$ cat config.mk
export PLATFORM = sky130hd
export DESIGN_NAME = id_ex_pipe_reg
export DESIGN_NICKNAME = d
export VERILOG_FILES = /design/src/rtl/id_ex_pkg.sv /design/src/rtl/pipe_entry.sv /design/src/rtl/id_ex_pipe_reg.sv
export SDC_FILE = /design/constraint.sdc
export NUM_CORES = 1
export LEC_CHECK = 0
export ABC_AREA = 1
export CAP_MARGIN = 20
export CELL_PAD_IN_SITES_DETAIL_PLACEMENT = 1
export CELL_PAD_IN_SITES_GLOBAL_PLACEMENT = 2
export CORE_ASPECT_RATIO = 1.4
export CORE_UTILIZATION = 19
export CTS_CLUSTER_SIZE = 14
export DETAILED_ROUTE_END_ITERATION = 6
export GPL_TIMING_DRIVEN = 0
export PLACE_DENSITY = 0.81
export SLEW_MARGIN = 20
export SYNTH_ARGS = -nofsm -noshare
export SYNTH_HDL_FRONTEND = slang
export SYNTH_SLANG_ARGS = --single-unit
$ cat constraint.sdc
create_clock -name clk -period 1.45 [get_ports clk]
set_input_delay 0.29 -clock clk [delete_from_list [all_inputs] [get_ports clk]]
set_output_delay 0.29 -clock clk [all_outputs]
set_load 0.01 [all_outputs]
$ cat src/rtl/id_ex_pkg.sv
// id_ex_pkg: shared widths, control-bundle bit positions and skid state encoding for the ID/EX register
package id_ex_pkg;
  localparam int CTRL_W_DEF = 10;
  localparam int DATA_W_DEF = 32;
  localparam int AUX_W_DEF = 44;
  localparam int CTRL_WB_EN = 9;
  localparam int CTRL_MEM_READ = 8;
  localparam int CTRL_MEM_WRITE = 7;
  localparam int CTRL_B = 6;
  localparam int CTRL_S = 5;
  localparam int CTRL_IMM = 4;
  localparam int CTRL_ALU_LSB = 0;
  localparam int CTRL_ALU_W = 4;
  typedef enum logic [1:0] {
    ST_EMPTY = 2'd0,
    ST_ONE   = 2'd1,
    ST_TWO   = 2'd2
  } skid_state_e;
endpackage

$ cat src/rtl/pipe_entry.sv
// pipe_entry: one pipeline slot holding valid, control and payload; clear kills valid+ctrl only
module pipe_entry #(
  parameter int CTRL_W = 10,
  parameter int PAY_W = 140
) (
  input  logic              clk,
  input  logic              rst,
  input  logic              i_clr,
  input  logic              i_ld,
  input  logic [CTRL_W-1:0] i_ctrl,
  input  logic [PAY_W-1:0]  i_pay,
  output logic              o_valid,
  output logic [CTRL_W-1:0] o_ctrl,
  output logic [PAY_W-1:0]  o_pay
);
  logic              r_valid;
  logic [CTRL_W-1:0] r_ctrl;
  logic [PAY_W-1:0]  r_pay;
  always_ff @(posedge clk) begin
    if (rst) begin
      r_valid <= 1'b0;
      r_ctrl <= '0;
      r_pay <= '0;
    end else if (i_clr) begin
      r_valid <= 1'b0;
      r_ctrl <= '0;
    end else if (i_ld) begin
      r_valid <= 1'b1;
      r_ctrl <= i_ctrl;
      r_pay <= i_pay;
    end
  end
  assign o_valid = r_valid;
  assign o_ctrl = r_ctrl;
  assign o_pay = r_pay;
endmodule

$ cat src/rtl/id_ex_pipe_reg.sv
// id_ex_pipe_reg: ID/EX valid/ready pipeline register with flush and bubble counter.
// Define ID_EX_SKID_EN to add a skid entry and a registered in_ready.
module id_ex_pipe_reg
  import id_ex_pkg::*;
#(
  parameter int CTRL_W = CTRL_W_DEF,
  parameter int DATA_W = DATA_W_DEF,
  parameter int AUX_W = AUX_W_DEF
) (
  input  logic              clk,
  input  logic              rst,
  input  logic              flush,
  input  logic              in_valid,
  output logic              in_ready,
  input  logic [CTRL_W-1:0] in_ctrl,
  input  logic [AUX_W-1:0]  in_aux,
  input  logic [DATA_W-1:0] in_pc,
  input  logic [DATA_W-1:0] in_val_rn,
  input  logic [DATA_W-1:0] in_val_rm,
  output logic              out_valid,
  input  logic              out_ready,
  output logic [CTRL_W-1:0] out_ctrl,
  output logic [AUX_W-1:0]  out_aux,
  output logic [DATA_W-1:0] out_pc,
  output logic [DATA_W-1:0] out_val_rn,
  output logic [DATA_W-1:0] out_val_rm,
  output logic [15:0]       bubble_cnt
);
  localparam int PAY_W = AUX_W + 3 * DATA_W;
  logic              w_in_fire, w_out_fire, w_ld_main, w_clr_main;
  logic [CTRL_W-1:0] w_main_ctrl;
  logic [PAY_W-1:0]  w_in_pay, w_main_pay, w_out_pay;
  logic [15:0]       r_bubble_cnt;
  assign w_in_pay = {in_aux, in_pc, in_val_rn, in_val_rm};
  assign {out_aux, out_pc, out_val_rn, out_val_rm} = w_out_pay;
  assign w_in_fire = in_valid & in_ready & ~flush;
  assign w_out_fire = out_valid & out_ready;
`ifdef ID_EX_SKID_EN
  skid_state_e       r_state, w_next;
  logic              r_in_ready, w_skid_valid, w_ld_skid, w_clr_skid;
  logic [CTRL_W-1:0] w_skid_ctrl;
  logic [PAY_W-1:0]  w_skid_pay;
  always_ff @(posedge clk) begin
    r_state <= rst ? ST_EMPTY : w_next;
    r_in_ready <= rst | (w_next != ST_TWO);
  end
  always_comb begin
    w_next = flush ? ST_EMPTY :
             (r_state == ST_EMPTY) ? (w_in_fire ? ST_ONE : ST_EMPTY) :
             (r_state == ST_ONE) ? ((w_in_fire & ~w_out_fire) ? ST_TWO :
                                    (w_out_fire & ~w_in_fire) ? ST_EMPTY : ST_ONE) :
             (w_out_fire ? ST_ONE : ST_TWO);
  end
  // In TWO the main slot refills from the skid slot, preserving order
  always_comb begin
    w_ld_skid = (r_state == ST_ONE) & w_in_fire & ~w_out_fire;
    w_clr_skid = flush | ((r_state == ST_TWO) & w_out_fire);
    w_ld_main = (r_state == ST_TWO) ? w_out_fire : (w_in_fire & ((r_state == ST_EMPTY) | w_out_fire));
  end
  assign in_ready = r_in_ready & ~rst;
  assign w_main_ctrl = w_skid_valid ? w_skid_ctrl : in_ctrl;
  assign w_main_pay = w_skid_valid ? w_skid_pay : w_in_pay;
  pipe_entry #(.CTRL_W(CTRL_W), .PAY_W(PAY_W)) u_skid (
    .clk(clk), .rst(rst), .i_clr(w_clr_skid), .i_ld(w_ld_skid),
    .i_ctrl(in_ctrl), .i_pay(w_in_pay),
    .o_valid(w_skid_valid), .o_ctrl(w_skid_ctrl), .o_pay(w_skid_pay)
  );
`else
  assign in_ready = ~rst & (~out_valid | out_ready);
  assign w_ld_main = w_in_fire;
  assign w_main_ctrl = in_ctrl;
  assign w_main_pay = w_in_pay;
`endif
  assign w_clr_main = flush | (w_out_fire & ~w_ld_main);
  pipe_entry #(.CTRL_W(CTRL_W), .PAY_W(PAY_W)) u_main (
    .clk(clk), .rst(rst), .i_clr(w_clr_main), .i_ld(w_ld_main),
    .i_ctrl(w_main_ctrl), .i_pay(w_main_pay),
    .o_valid(out_valid), .o_ctrl(out_ctrl), .o_pay(w_out_pay)
  );
  always_ff @(posedge clk) begin
    r_bubble_cnt <= rst ? 16'd0 :
                    (~out_valid & (r_bubble_cnt != 16'hFFFF)) ? r_bubble_cnt + 16'd1 : r_bubble_cnt;
  end
  assign bubble_cnt = r_bubble_cnt;
endmodule

* Word level (Yosys, flattened, before mapping)
Index checks and enable logic that the tools add are counted.
Word-level totals: output and inout port bits 168, bits in writable memories 0, flip-flop bits (word level) 167, bits of input ports 155, memories kept 0, ROM bits 0, latch bits 0, logic and storage cells 21
Operators by class: magnitude comparators 0, shifts and indexed selects 0, reductions and logical operators 2, bitwise logic cells 13, equal/unequal tests 1, multipliers 0, $add $sub $neg 1, multiplexer cells 0, divide/modulo/power cells 0
Operators by type and width (count):
- $add 16x1->16 const B | 1
- $ne 16x16->1 const B | 1
- $and 1x1->1 | 6
- $not 1->1 | 5
- $or 1x1->1 | 2
- $reduce_and 2->1 | 1
- $reduce_or 2->1 | 1

* Logic depth before layout (Yosys ltp)
Gate-level depths: netlist of the first run.
depth after elaboration 10, depth in mapped cells 9, mapped depth without buffers 9

* Cells and area by module
From an unflattened synthesis of the first run, not the netlist that was laid out.
Unflattened totals: cells, all modules 1107, area, all modules 7302.0 sq um
Modules (own cells, without submodules):
- pipe_entry | instances 1, sequential area each 3022.9 sq um, area each 6317.3 sq um, cells an instance 952
- id_ex_pipe_reg | instances 1, sequential area each 320.3 sq um, area each 984.7 sq um, cells an instance 155

* Worst setup path after synthesis of the first run
Ideal clock, no wire load.
kind reg-to-reg, start reg r_bubble_cnt[0] (netlist: bubble_cnt[0]), end reg r_bubble_cnt[11] (netlist: bubble_cnt[11]), data required time 1.318 ns, data arrival time 1.403 ns, period minus slack after synthesis 1.535 ns, cell stages (with the launch flop) 10, path buffers 1, setup slack -0.085 ns, path through dfxtp_1 > ha_1 > nand2_1 > nor2_1 > nand2_1 > nor2_1 > nor2_2 > buf_4 > nand2_1 > a21oi_1
Between the ends: cells in the longest elaborated chain, start to end 2
RTL lines:
- start: declaration | RTL line id_ex_pipe_reg.sv:33 | logic [15:0] r_bubble_cnt;
- start signal: assignment | RTL line id_ex_pipe_reg.sv:81 | r_bubble_cnt <= rst ? 16'd0 :
- parallel branches: the longest is 2 deep, another holds $add 16x1->16
Parallel ways; which one is timed is not known. A chain may end at the register's enable or synchronous reset.

* Final worst setup path of the first run
start reg u_main.r_valid (netlist: u_main.o_valid), end reg u_main.r_pay[48] (netlist: u_main.o_pay[48])
Between the ends: cells in the longest elaborated chain, start to end 10
RTL lines:
- start: declaration | RTL line pipe_entry.sv:16 | logic r_valid;
- start signal: assignment | RTL line pipe_entry.sv:21 | r_valid <= 1'b0;
- start signal: assignment | RTL line pipe_entry.sv:25 | r_valid <= 1'b0;
- start signal: assignment | RTL line pipe_entry.sv:28 | r_valid <= 1'b1;
- $not 1->1 | RTL line id_ex_pipe_reg.sv:69 | assign in_ready = ~rst & (~out_valid | out_ready);
- $or 1x1->1 | RTL line id_ex_pipe_reg.sv:69
- $and 1x1->1 | RTL line id_ex_pipe_reg.sv:69
- $and 1x1->1 (2 in a row) | RTL line id_ex_pipe_reg.sv:36 | assign w_in_fire = in_valid & in_ready & ~flush;
- $not 1->1 | RTL line id_ex_pipe_reg.sv:74 | assign w_clr_main = flush | (w_out_fire & ~w_ld_main);
- $and 1x1->1 | RTL line id_ex_pipe_reg.sv:74
- $or 1x1->1 | RTL line id_ex_pipe_reg.sv:74
- $not 1->1 (no source line)
- $reduce_and 2->1 (no source line) (*)
- end signal: assignment | RTL line pipe_entry.sv:30 | r_pay <= i_pay;
- end: declaration | RTL line pipe_entry.sv:18 | logic [PAY_W-1:0] r_pay;
Every way passes the cells marked *; elsewhere a longest branch is shown, timed or not.

==> results_dict.tcl, run 1 <==
set metrics [dict create \
    cts_max_path_buffers 2 \
    finalSetupViolCount 104 \
    groute.usage.overall_pct 16.2 \
    cts.sink_count 167 \
    insertion_delay_ps 450 \
    die-width_microns 155 \
    synth.lib_cells_used.distinct 22 \
    fillCellCount 3824 \
    avgViaCountPerCell 4.18 \
    worst-setup-path-type "reg2reg" \
    initial_core_util_pct 19.3 \
    finalPower_mw 11.5 \
    static-leakage-power_nw 5.13 \
    timing.critical_path.slowest_stage_cell "sky130_fd_sc_hd__dfxtp_4" \
    rows 78 \
    clk_transition_reported_paths_ps 70 \
    core_area_sq_um 32400 \
    pwrdens_nw_per_um2 943 \
    fin_worst_skew_ps 12.3 \
    first_pass_grt_wire_length_microns 40800 \
    portBuffers 322 \
    route.detailed.wl_per_inst_microns 17.4 \
    drv_cap 0 \
    setup.worst_path.end "u_main.o_pay[48]$_SDFFE_PP0P_" \
    cts-root-buf "sky130_fd_sc_hd__clkbuf_16" \
    syn_to_final_growth_pct 95.6 \
    pin_count_of_the_biggest_net_entering_global_routing 20 \
    ir_drop_mv 0.687 \
    worstPathMaxFanout 9 \
    critical_path_cell_count 9 \
    detailedRoute.firstPassIterationCount 4 \
    post-route-cell-area_sq_um 12200 \
    hpwl_microns 19300 \
    cts_hold_buffers 0 \
    maxSlewHeadroom_pct 43.3 \
    tns_ps -5560 \
    grt_setup_unrepaired "yes" \
    layout_commonest_cell "sky130_fd_sc_hd__inv_1" \
    crit-reg2reg-capture "u_main.o_pay[48]$_SDFFE_PP0P_" \
    dpl-instance-area_sq_um 10000 \
    wirelength_microns 28600 \
    mostFrequentLayoutCells "sky130_fd_sc_hd__inv_1 (159), sky130_fd_sc_hd__clkdlybuf4s50_1 (152), sky130_fd_sc_hd__dlygate4sd2_1 (152), sky130_fd_sc_hd__dfxtp_1 (150), sky130_fd_sc_hd__a21oi_1 (115)" \
    clock_tree.htree_level_count 4 \
    yosys_warnings 0 \
    die_height_microns 217 \
    synth_top_cells_by_area "sky130_fd_sc_hd__dfxtp_1 (53%), sky130_fd_sc_hd__a21oi_1 (12%), sky130_fd_sc_hd__o21ai_0 (11%)" \
    initialDrtViolationCount 157 \
    antenna_found_initial 1 \
    drcViolationCount 0 \
    crit_path_max_incr_delay_ps 370 \
    multiInputGateArea_sq_um 2710 \
    cts_tree "yes" \
    synth.cell_area_sq_um 6260 \
    r2r_start "u_main.o_valid$_SDFFE_PP0N_" \
    sequential_to_total_area_share_from_yosys_stat_pct 53.4 \
    finish.utilization_pct 37.8 \
    worst_slew_pin_slew_ps 850 \
    clock.fmax_mhz 641 \
    synth-seq-cells 167 \
    drtAntennaViolNets 0 \
    critical_path_arrival_ps 1940 \
    violations "negative setup slack" \
    place_congestion 0.805 \
    layout_min_cycle_time_ps 1560 \
    synthDominantCellAreaShare_pct 53.4 \
    min-delay-path-class "in2reg" \
    grt_pass1_vias 7124 \
    ff_latch_area_sq_um 3380 \
    r2r_setup_slack_ps -110 \
    via_count 6858 \
    critical-path-top-delay-family "buffers and inverters" \
    critical_path.endpoint_type "register" \
    worstSetupStartpoint "u_main.o_valid$_SDFFE_PP0N_" \
    ioPinCount 323 \
    final_count_of_pins_violating_max_slew 0 \
    timing.critical_path.cells "buf_6 -> inv_6 -> o211ai_4 -> buf_12 -> buf_12 -> clkbuf_16 -> clkbuf_16 -> o21ai_1 -> a21oi_1" \
    critical_path_required_time_ps 1830 \
    cts_buffers 17 \
    finalHoldWorstSlack_ps 336 \
    syn_avg_cell_area_sq_um 7.84 \
    setup_slack_ps -110 \
    post_synth_inst_count 799 \
    synthesis.nets 955 \
    worstSetupStartpointType "register" \
    final.period_utilization_pct 108 \
    number_of_buffers_and_inverters_on_the_critical_path 6 \
    share_of_final_layout_standard_cells_stronger_than_drive_strength_1_pct 24.8 \
    top_cell_type_by_total_area_after_synthesis "sky130_fd_sc_hd__dfxtp_1" \
    finish.net_count 1344 \
    antenna_cells 0 \
    r2r.worst_path.cells 9 \
    gr-total-overflow 0 \
    status "finished, violations left" \
    final_hold_violation_count 0 \
    die-area_sq_um 33700 \
]
-- flip-flops by register name, indices dropped and copies added (netlist names) --
name,cells
bubble_cnt,16
u_main.o_ctrl,10
u_main.o_pay,140
u_main.o_valid,1
-- per-layer routing --
metal  vias to the layer above  wire length (microns)  global-route usage (%)
li1                       3343                      -                       -
met1                      3254                  10500                    16.2
met2                       220                  15400                    30.0
met3                        39                   2000                    5.95
met4                         2                    723                    6.54
met5                         -                      8                       0
-- kinds of logic (layout without fill, tap and decap cells) --
family	after synthesis	after routing	share of synthesized area, %
flops	167	167	53.4
buf+inv	214	615	13.6
xor+xnor	7	7	0.979
simple gates	100	100	6.51
compound gates	310	310	25.3
fa+ha+maj	1	1	0.200
-- worst min-delay path by stage --
stage	end	cells after the start	slack [ps]	from
floorplan	bubble_cnt[1]$_SDFFE_PP0P_	1	350	rst
global placement	u_main.o_pay[113]$_SDFFE_PP0P_	2	430	u_main.o_pay[113]$_SDFFE_PP0P_
detailed placement	u_main.o_pay[137]$_SDFFE_PP0P_	2	440	u_main.o_pay[137]$_SDFFE_PP0P_
CTS	bubble_cnt[2]$_SDFFE_PP0P_	2	290	rst
global route	bubble_cnt[1]$_SDFFE_PP0P_	2	350	rst
finish	bubble_cnt[2]$_SDFFE_PP0P_	2	340	rst
-- per-stage QoR --
step,worst slack (ps),std cells
after floorplan,4.01,799
after global placement,-963,1561
after detailed placement,-964,1561
after CTS,-147,1628
after global routing,-177,1640
final,-110,1640
-- area by class of cell --
cell class	count	area share (%)
inverter	162	5.05
clock buffer	21	3.84
timing repair buffer	375	31.7
clock inverter	10	0.981
multi-input combinational	418	22.2
tap	440	4.49
buffer	47	4.24
sequential	167	27.6
-- power by group --
part	internal (mW)	switching, mW
Clock	2.67	2.03
Sequential	4.80	0.113
Combinational	1.04	0.879
-- cell usage after synthesis --
cell	count
sky130_fd_sc_hd__a211oi_1	10
sky130_fd_sc_hd__a21oi_1	155
sky130_fd_sc_hd__buf_2	32
sky130_fd_sc_hd__buf_4	2
sky130_fd_sc_hd__clkbuf_1	18
sky130_fd_sc_hd__clkinv_1	1
sky130_fd_sc_hd__dfxtp_1	167
sky130_fd_sc_hd__ha_1	1
sky130_fd_sc_hd__inv_1	160
sky130_fd_sc_hd__inv_2	1
sky130_fd_sc_hd__nand2_1	48
sky130_fd_sc_hd__nand3_1	9
sky130_fd_sc_hd__nand4_1	7
sky130_fd_sc_hd__nor2_1	34
sky130_fd_sc_hd__nor2_2	1
sky130_fd_sc_hd__nor3_1	1
sky130_fd_sc_hd__o211ai_2	1
sky130_fd_sc_hd__o21ai_0	142
sky130_fd_sc_hd__o21ai_1	1
sky130_fd_sc_hd__o31ai_1	1
sky130_fd_sc_hd__xnor2_1	3
sky130_fd_sc_hd__xor2_1	4
-- repair_timing --
action | CTS | global route
endpoints found under the setup margin | 334 | 179
resized for setup | 466 | 171
gates cloned | 11 | 12
buffers inserted | 28 | 6
pin swaps | 24 | 21
(Power assumes the default switching activity.)
==> run 2: changes to the inputs <==
--- a/config.mk
+++ b/config.mk
@@ -14,8 +14,9 @@
 export CTS_CLUSTER_SIZE = 14
 export DETAILED_ROUTE_END_ITERATION = 6
 export GPL_TIMING_DRIVEN = 0
-export PLACE_DENSITY = 0.81
+export PLACE_DENSITY = 0.8
 export SLEW_MARGIN = 20
 export SYNTH_ARGS = -nofsm -noshare
 export SYNTH_HDL_FRONTEND = slang
+export SYNTH_HIERARCHICAL = 1
 export SYNTH_SLANG_ARGS = --single-unit
==> results_dict.tcl, run 2 <==
set metrics [dict create \
    rows 84 \
    post_synth_inst_count 1107 \
    pre_cts_slack_ps -933 \
    clock_tree.htree_level_count 4 \
    postSynth.asyncResetShare_pct 0 \
    groute.usage.overall_pct 15.3 \
    route.detailed.wl_per_inst_microns 15.5 \
    gr-total-overflow 0 \
    fillCellCount 4570 \
    core_area_sq_um 37700 \
    die_height_microns 234 \
    number_of_buffers_and_inverters_on_the_critical_path 4 \
    ioPinCount 323 \
    finish.net_count 1628 \
    synth.lib_cells_used.distinct 24 \
    critical_path.endpoint_type "register" \
    detailedRoute.firstPassIterationCount 4 \
    worst_slew_pin_slew_ps 662 \
    first_pass_grt_wire_length_microns 45700 \
    critical-path-top-delay-family "buffers and inverters" \
    drcViolationCount 0 \
    layout_commonest_cell "sky130_fd_sc_hd__nor2_1" \
    maxSlewHeadroom_pct 55.9 \
    die-area_sq_um 39200 \
    cts_tree "yes" \
    post-route-cell-area_sq_um 12900 \
    multiInputGateArea_sq_um 3310 \
    mostFrequentLayoutCells "sky130_fd_sc_hd__nor2_1 (277), sky130_fd_sc_hd__clkdlybuf4s50_1 (241), sky130_fd_sc_hd__nand2_1 (204), sky130_fd_sc_hd__dfxtp_1 (158), sky130_fd_sc_hd__inv_1 (154)" \
    top_cell_type_by_total_area_after_synthesis "sky130_fd_sc_hd__dfxtp_1" \
    cts_max_path_buffers 2 \
    syn_to_final_growth_pct 76.7 \
    finish.utilization_pct 34.2 \
    fin_worst_skew_ps 15.4 \
    finalSetupViolCount 244 \
    grt_setup_unrepaired "yes" \
    synth_top_flop_cell "sky130_fd_sc_hd__dfxtp_1" \
    synth-seq-cells 167 \
    synthDominantCellAreaShare_pct 45.8 \
    cts.sink_count 167 \
    tns_ps -57540 \
    cts_hold_buffers 0 \
    final_count_of_pins_violating_max_slew 0 \
    number_of_standard_cells_in_the_layout_taps_in_and_fillers_out 1959 \
    cts_buffers 17 \
    final_hold_violation_count 0 \
    post_synth_most_frequent_cells "sky130_fd_sc_hd__nor2_1 (320), sky130_fd_sc_hd__nand2_1 (206), sky130_fd_sc_hd__dfxtp_1 (167)" \
    finalPower_mw 11.3 \
    clk_transition_reported_paths_ps 70 \
    static-leakage-power_nw 6.32 \
    syn_avg_cell_area_sq_um 6.60 \
    clock.fmax_mhz 550 \
    setup_slack_ps -369 \
    sequential_to_total_area_share_from_yosys_stat_pct 45.8 \
    hpwl_microns 22400 \
    status "finished, violations left" \
    worstSetupStartpointType "input port" \
    avgViaCountPerCell 4.10 \
    initial_core_util_pct 19.4 \
    critical_path_required_time_ps 1840 \
    layout_min_cycle_time_ps 1820 \
    critical_path_arrival_ps 2210 \
    timing.critical_path.cells "clkdlybuf4s50_1 -> nor2_2 -> nand2_2 -> a31o_4 -> nor2_4 -> buf_12 -> clkbuf_16 -> clkbuf_16 -> nor2_4 -> nor2_1" \
    violations "negative setup slack" \
    synthMostInstantiatedCell "sky130_fd_sc_hd__nor2_1" \
    place.detailed.instances 1902 \
    place_congestion 0.765 \
    worst-setup-path-type "in2reg" \
    insertion_delay_ps 440 \
    grt_pass1_vias 8294 \
    via_count 8025 \
    crit_path_max_incr_delay_ps 530 \
    ir_drop_mv 0.438 \
    drtAntennaViolNets 0 \
    yosys_warnings 6 \
    dpl-instance-area_sq_um 11400 \
    ff_latch_area_sq_um 3360 \
    timing.critical_path.slowest_stage_cell "sky130_fd_sc_hd__clkdlybuf4s50_1" \
    antenna_found_initial 0 \
    drv_cap 0 \
    largest_register_ff_count 140 \
    synthesis.nets 1263 \
    die-width_microns 168 \
    cts-root-buf "sky130_fd_sc_hd__clkbuf_16" \
    worstPathMaxFanout 5 \
    synth_top_cells_by_area "sky130_fd_sc_hd__dfxtp_1 (46%), sky130_fd_sc_hd__nor2_1 (16%), sky130_fd_sc_hd__nand2_1 (11%)" \
    share_of_final_layout_standard_cells_stronger_than_drive_strength_1_pct 14.5 \
    pin_count_of_the_biggest_net_entering_global_routing 17 \
    portBuffers 322 \
    synth.cell_area_sq_um 7300 \
    final.period_utilization_pct 125 \
    wirelength_microns 30400 \
    min-delay-path-class "in2reg" \
    initialDrtViolationCount 187 \
    number_of_enable_type_register_cells_in_the_synthesized_netlist 0 \
    finalHoldWorstSlack_ps 402 \
    pwrdens_nw_per_um2 873 \
]
run 2: worst paths after layout:
check                           depth (start not counted)                          start  slack, ps                             end
worst min register to register                          2  u_main/o_ctrl[6]$_SDFFE_PP0P_        460   u_main/o_ctrl[6]$_SDFFE_PP0P_
worst max register to register                         11    u_main/o_valid$_SDFFE_PP0P_       -350  u_main/o_pay[137]$_SDFFE_PP0P_
worst min-delay path                                    3                     in_ctrl[6]        400   u_main/o_ctrl[6]$_SDFFE_PP0P_
worst max-delay path                                   10                            rst       -370  u_main/o_pay[137]$_SDFFE_PP0P_
run 2: where the power goes:
group | switching [mW] | total, mW | internal [mW] | leakage (nW)
logic | 0.807 | 1.79 | 0.982 | 4.67
clock network | 2.10 | 4.66 | 2.55 | 0.281
registers | 0.0904 | 4.82 | 4.73 | 1.36
run 2: final cells by class:
class                   instances  area share, %
diodes                          1         0.0194
plain buffers                  63           5.53
clock buffers                  18           3.33
clock inverters                14           1.14
inverters                     158           4.66
multi-input cells             716           25.7
flip-flops and latches        167           26.0
well taps                     473           4.59
repair buffers                349           29.0
run 2: per-layer routing:
layer | global-route usage (%) | vias up | wire length (microns)
met5 | 0 | - | 0
met4 | 6.91 | 0 | 897
met3 | 4.84 | 39 | 2010
met2 | 28.8 | 233 | 15900
met1 | 15.2 | 3715 | 11600
li1 | - | 4038 | -
run 2: tightest hold or removal path: cells and delay by family:
kind / cells / cell delay (ps)
AO/OA/AOI/OAI: 1 / 60
AND/OR/NAND/NOR: 1 / 60
buffers and inverters: 1 / 400
run 2: repair_timing:
item,4_1_cts,5_1_grt
pin swaps,18,20
cloned,4,6
endpoints found under the setup margin,334,311
resized for setup,138,102
buffers inserted,16,4
hold endpoints to repair,0,0
run 2: kinds of logic (layout without fill, tap and decap cells):
| family | count (synthesis) | count (layout) | synth area share, % |
|---|---|---|---|
| compound gates | 19 | 19 | 1.35 |
| fa+ha+maj | 1 | 1 | 0.171 |
| buf+inv | 224 | 602 | 13.0 |
| flops | 167 | 167 | 45.8 |
| other cells | 0 | 1 | 0 |
| simple gates | 696 | 696 | 39.7 |
==> run 3: changes to the inputs <==
--- a/config.mk
+++ b/config.mk
@@ -10,6 +10,7 @@
 export CELL_PAD_IN_SITES_DETAIL_PLACEMENT = 1
 export CELL_PAD_IN_SITES_GLOBAL_PLACEMENT = 2
 export CORE_ASPECT_RATIO = 1.4
+export CORE_MARGIN = 2
 export CORE_UTILIZATION = 19
 export CTS_CLUSTER_SIZE = 14
 export DETAILED_ROUTE_END_ITERATION = 6
@@ -20,3 +21,4 @@
 export SYNTH_HDL_FRONTEND = slang
 export SYNTH_HIERARCHICAL = 1
 export SYNTH_SLANG_ARGS = --single-unit
+export TNS_END_PERCENT = 10
==> results_dict.tcl, run 3 (synthesized netlist as in run 2, its figures left out) <==
set metrics [dict create \
    setup_slack_ps -283 \
    place.detailed.instances 1907 \
    layout_min_cycle_time_ps 1730 \
    cts_tree "yes" \
    final_count_of_pins_violating_max_slew 0 \
    initial_core_util_pct 19.1 \
    worstSetupStartpoint "out_ready" \
    multiInputGateArea_sq_um 3160 \
    die_height_microns 236 \
    ff_latch_area_sq_um 3370 \
    via_count 7940 \
    drcViolationCount 0 \
    finish.net_count 1621 \
    route.detailed.wl_per_inst_microns 15.4 \
    timing.critical_path.slowest_stage_cell "sky130_fd_sc_hd__clkdlybuf4s50_1" \
    clk_transition_reported_paths_ps 70 \
    pwrdens_nw_per_um2 910 \
    worst-setup-path-type "in2reg" \
    mostFrequentLayoutCells "sky130_fd_sc_hd__nor2_1 (309), sky130_fd_sc_hd__nand2_1 (202), sky130_fd_sc_hd__inv_1 (154), sky130_fd_sc_hd__clkdlybuf4s50_1 (154), sky130_fd_sc_hd__dfxtp_1 (151)" \
    drv_cap 0 \
    crit_path_max_incr_delay_ps 570 \
    r2r_setup_slack_ps -260 \
    min-delay-path-class "in2reg" \
    rows 85 \
    drtAntennaViolNets 0 \
    core_area_sq_um 38200 \
    largest_register_ff_count 140 \
    maxSlewHeadroom_pct 66.8 \
    portBuffers 322 \
    grt_pass1_vias 8158 \
    fillCellCount 4718 \
    ioPinCount 323 \
    crit-reg2reg-capture "u_main/o_pay[129]$_SDFFE_PP0P_" \
    dpl-instance-area_sq_um 11300 \
    r2r.worst_path.cells 13 \
    syn_to_final_growth_pct 69.3 \
    cts_buffers 17 \
    pre_cts_slack_ps -906 \
    antenna_found_initial 0 \
    fin_worst_skew_ps 7.50 \
    insertion_delay_ps 450 \
    final_hold_violation_count 0 \
    cts.sink_count 167 \
    finalSetupViolCount 152 \
    r2r_start "u_main/o_valid$_SDFFE_PP0P_" \
    critical-path-top-delay-family "buffers and inverters" \
    grt_setup_unrepaired "yes" \
    worstSetupStartpointType "input port" \
    critical_path_required_time_ps 1830 \
    setup.worst_path.end "u_main/o_pay[129]$_SDFFE_PP0P_" \
    status "finished, violations left" \
    cts_max_path_buffers 2 \
    detailedRoute.firstPassIterationCount 4 \
    gr-total-overflow 0 \
    share_of_final_layout_standard_cells_stronger_than_drive_strength_1_pct 12.4 \
    clock_tree.htree_level_count 4 \
    finish.utilization_pct 32.4 \
    cts-root-buf "sky130_fd_sc_hd__clkbuf_16" \
    critical_path.endpoint_type "register" \
    post-route-cell-area_sq_um 12400 \
    crit_path_frequent_cell "sky130_fd_sc_hd__nor2_4" \
    ir_drop_mv 0.494 \
    number_of_standard_cells_in_the_layout_taps_in_and_fillers_out 1956 \
    die-width_microns 170 \
    critical_path_cell_count 13 \
    pin_count_of_the_biggest_net_entering_global_routing 17 \
    wirelength_microns 30100 \
    first_pass_grt_wire_length_microns 44400 \
    initialDrtViolationCount 212 \
    static-leakage-power_nw 6.14 \
    place_congestion 0.741 \
    critical_path_arrival_ps 2120 \
    avgViaCountPerCell 4.06 \
    clock.fmax_mhz 577 \
    layout_commonest_cell "sky130_fd_sc_hd__nor2_1" \
    worstPathMaxFanout 10 \
    antenna_cells 0 \
    hpwl_microns 22500 \
    die-area_sq_um 40000 \
    violations "negative setup slack" \
    number_of_buffers_and_inverters_on_the_critical_path 6 \
    worst_slew_pin_slew_ps 498 \
    final.period_utilization_pct 119 \
    timing.critical_path.cells "clkdlybuf4s50_1 -> nor2_4 -> nor2_4 -> nand2_2 -> nor2_2 -> buf_6 -> inv_4 -> nor2_4 -> buf_12 -> buf_12 -> buf_6 -> nor2_1 -> nor2_1" \
    groute.usage.overall_pct 14.4 \
    cts_hold_buffers 0 \
]
==> run 3: cell type report <==
type,count,area share (%)
inverter,158,4.93
multi-input combinational,716,25.5
buffer,66,5.41
sequential,167,27.3
clock buffer,18,3.47
clock inverter,14,1.33
tap,478,4.84
timing repair buffer,339,27.2
==> run 3: stage by stage <==
stage,total power [mW],setup TNS [ps],hold slack [ps]
6_report,11.2,-32990,411
3_5_place_dp,6.58,-126950,457
5_1_grt,11.8,-46460,400
3_3_place_gp,6.55,-122250,447
4_1_cts,11.4,-39500,383
2_1_floorplan,5.61,-17710,359
==> run 3: per-layer routing <==
layer	up-vias	GRT usage, %	wire, microns
met5	-	0	0
met4	0	4.82	510
met3	21	4.63	2300
met2	218	27.8	16100
met1	3661	14.3	11200
li1	4040	-	-
==> run 3: timing repair <==
action	4_1_cts	5_1_grt
setup buffers	5	2
pin swaps	43	37
cloned	2	8
endpoints found under the setup margin	332	178
hold endpoints to repair	0	0
resized for setup	257	66
==> run 3: worst min path at each step <==
stage / startpoint / cells past startpoint / endpoint / slack (ps)
2_1_floorplan: rst / 1 / bubble_cnt[12]$_SDFFE_PP0P_ / 360
3_3_place_gp: u_main/o_ctrl[6]$_SDFFE_PP0P_ / 2 / u_main/o_ctrl[6]$_SDFFE_PP0P_ / 450
3_5_place_dp: u_main/o_ctrl[3]$_SDFFE_PP0P_ / 2 / u_main/o_ctrl[3]$_SDFFE_PP0P_ / 460
4_1_cts: in_ctrl[2] / 3 / u_main/o_ctrl[2]$_SDFFE_PP0P_ / 380
5_1_grt: in_ctrl[7] / 3 / u_main/o_ctrl[7]$_SDFFE_PP0P_ / 400
6_report: in_ctrl[7] / 3 / u_main/o_ctrl[7]$_SDFFE_PP0P_ / 410
==> run 3: tightest hold or removal path, delay by kind of cell <==
family                 cells  cell delay (ps)
AND/OR/NAND/NOR            1               70
AO/OA/AOI/OAI              1               60
buffers and inverters      1              390
==> run 3: where the power goes <==
part / internal [mW] / switching [mW] / leakage [nW]
registers: 4.73 / 0.0805 / 1.36
logic: 0.878 / 0.789 / 4.49
clock network: 2.59 / 2.18 / 0.292
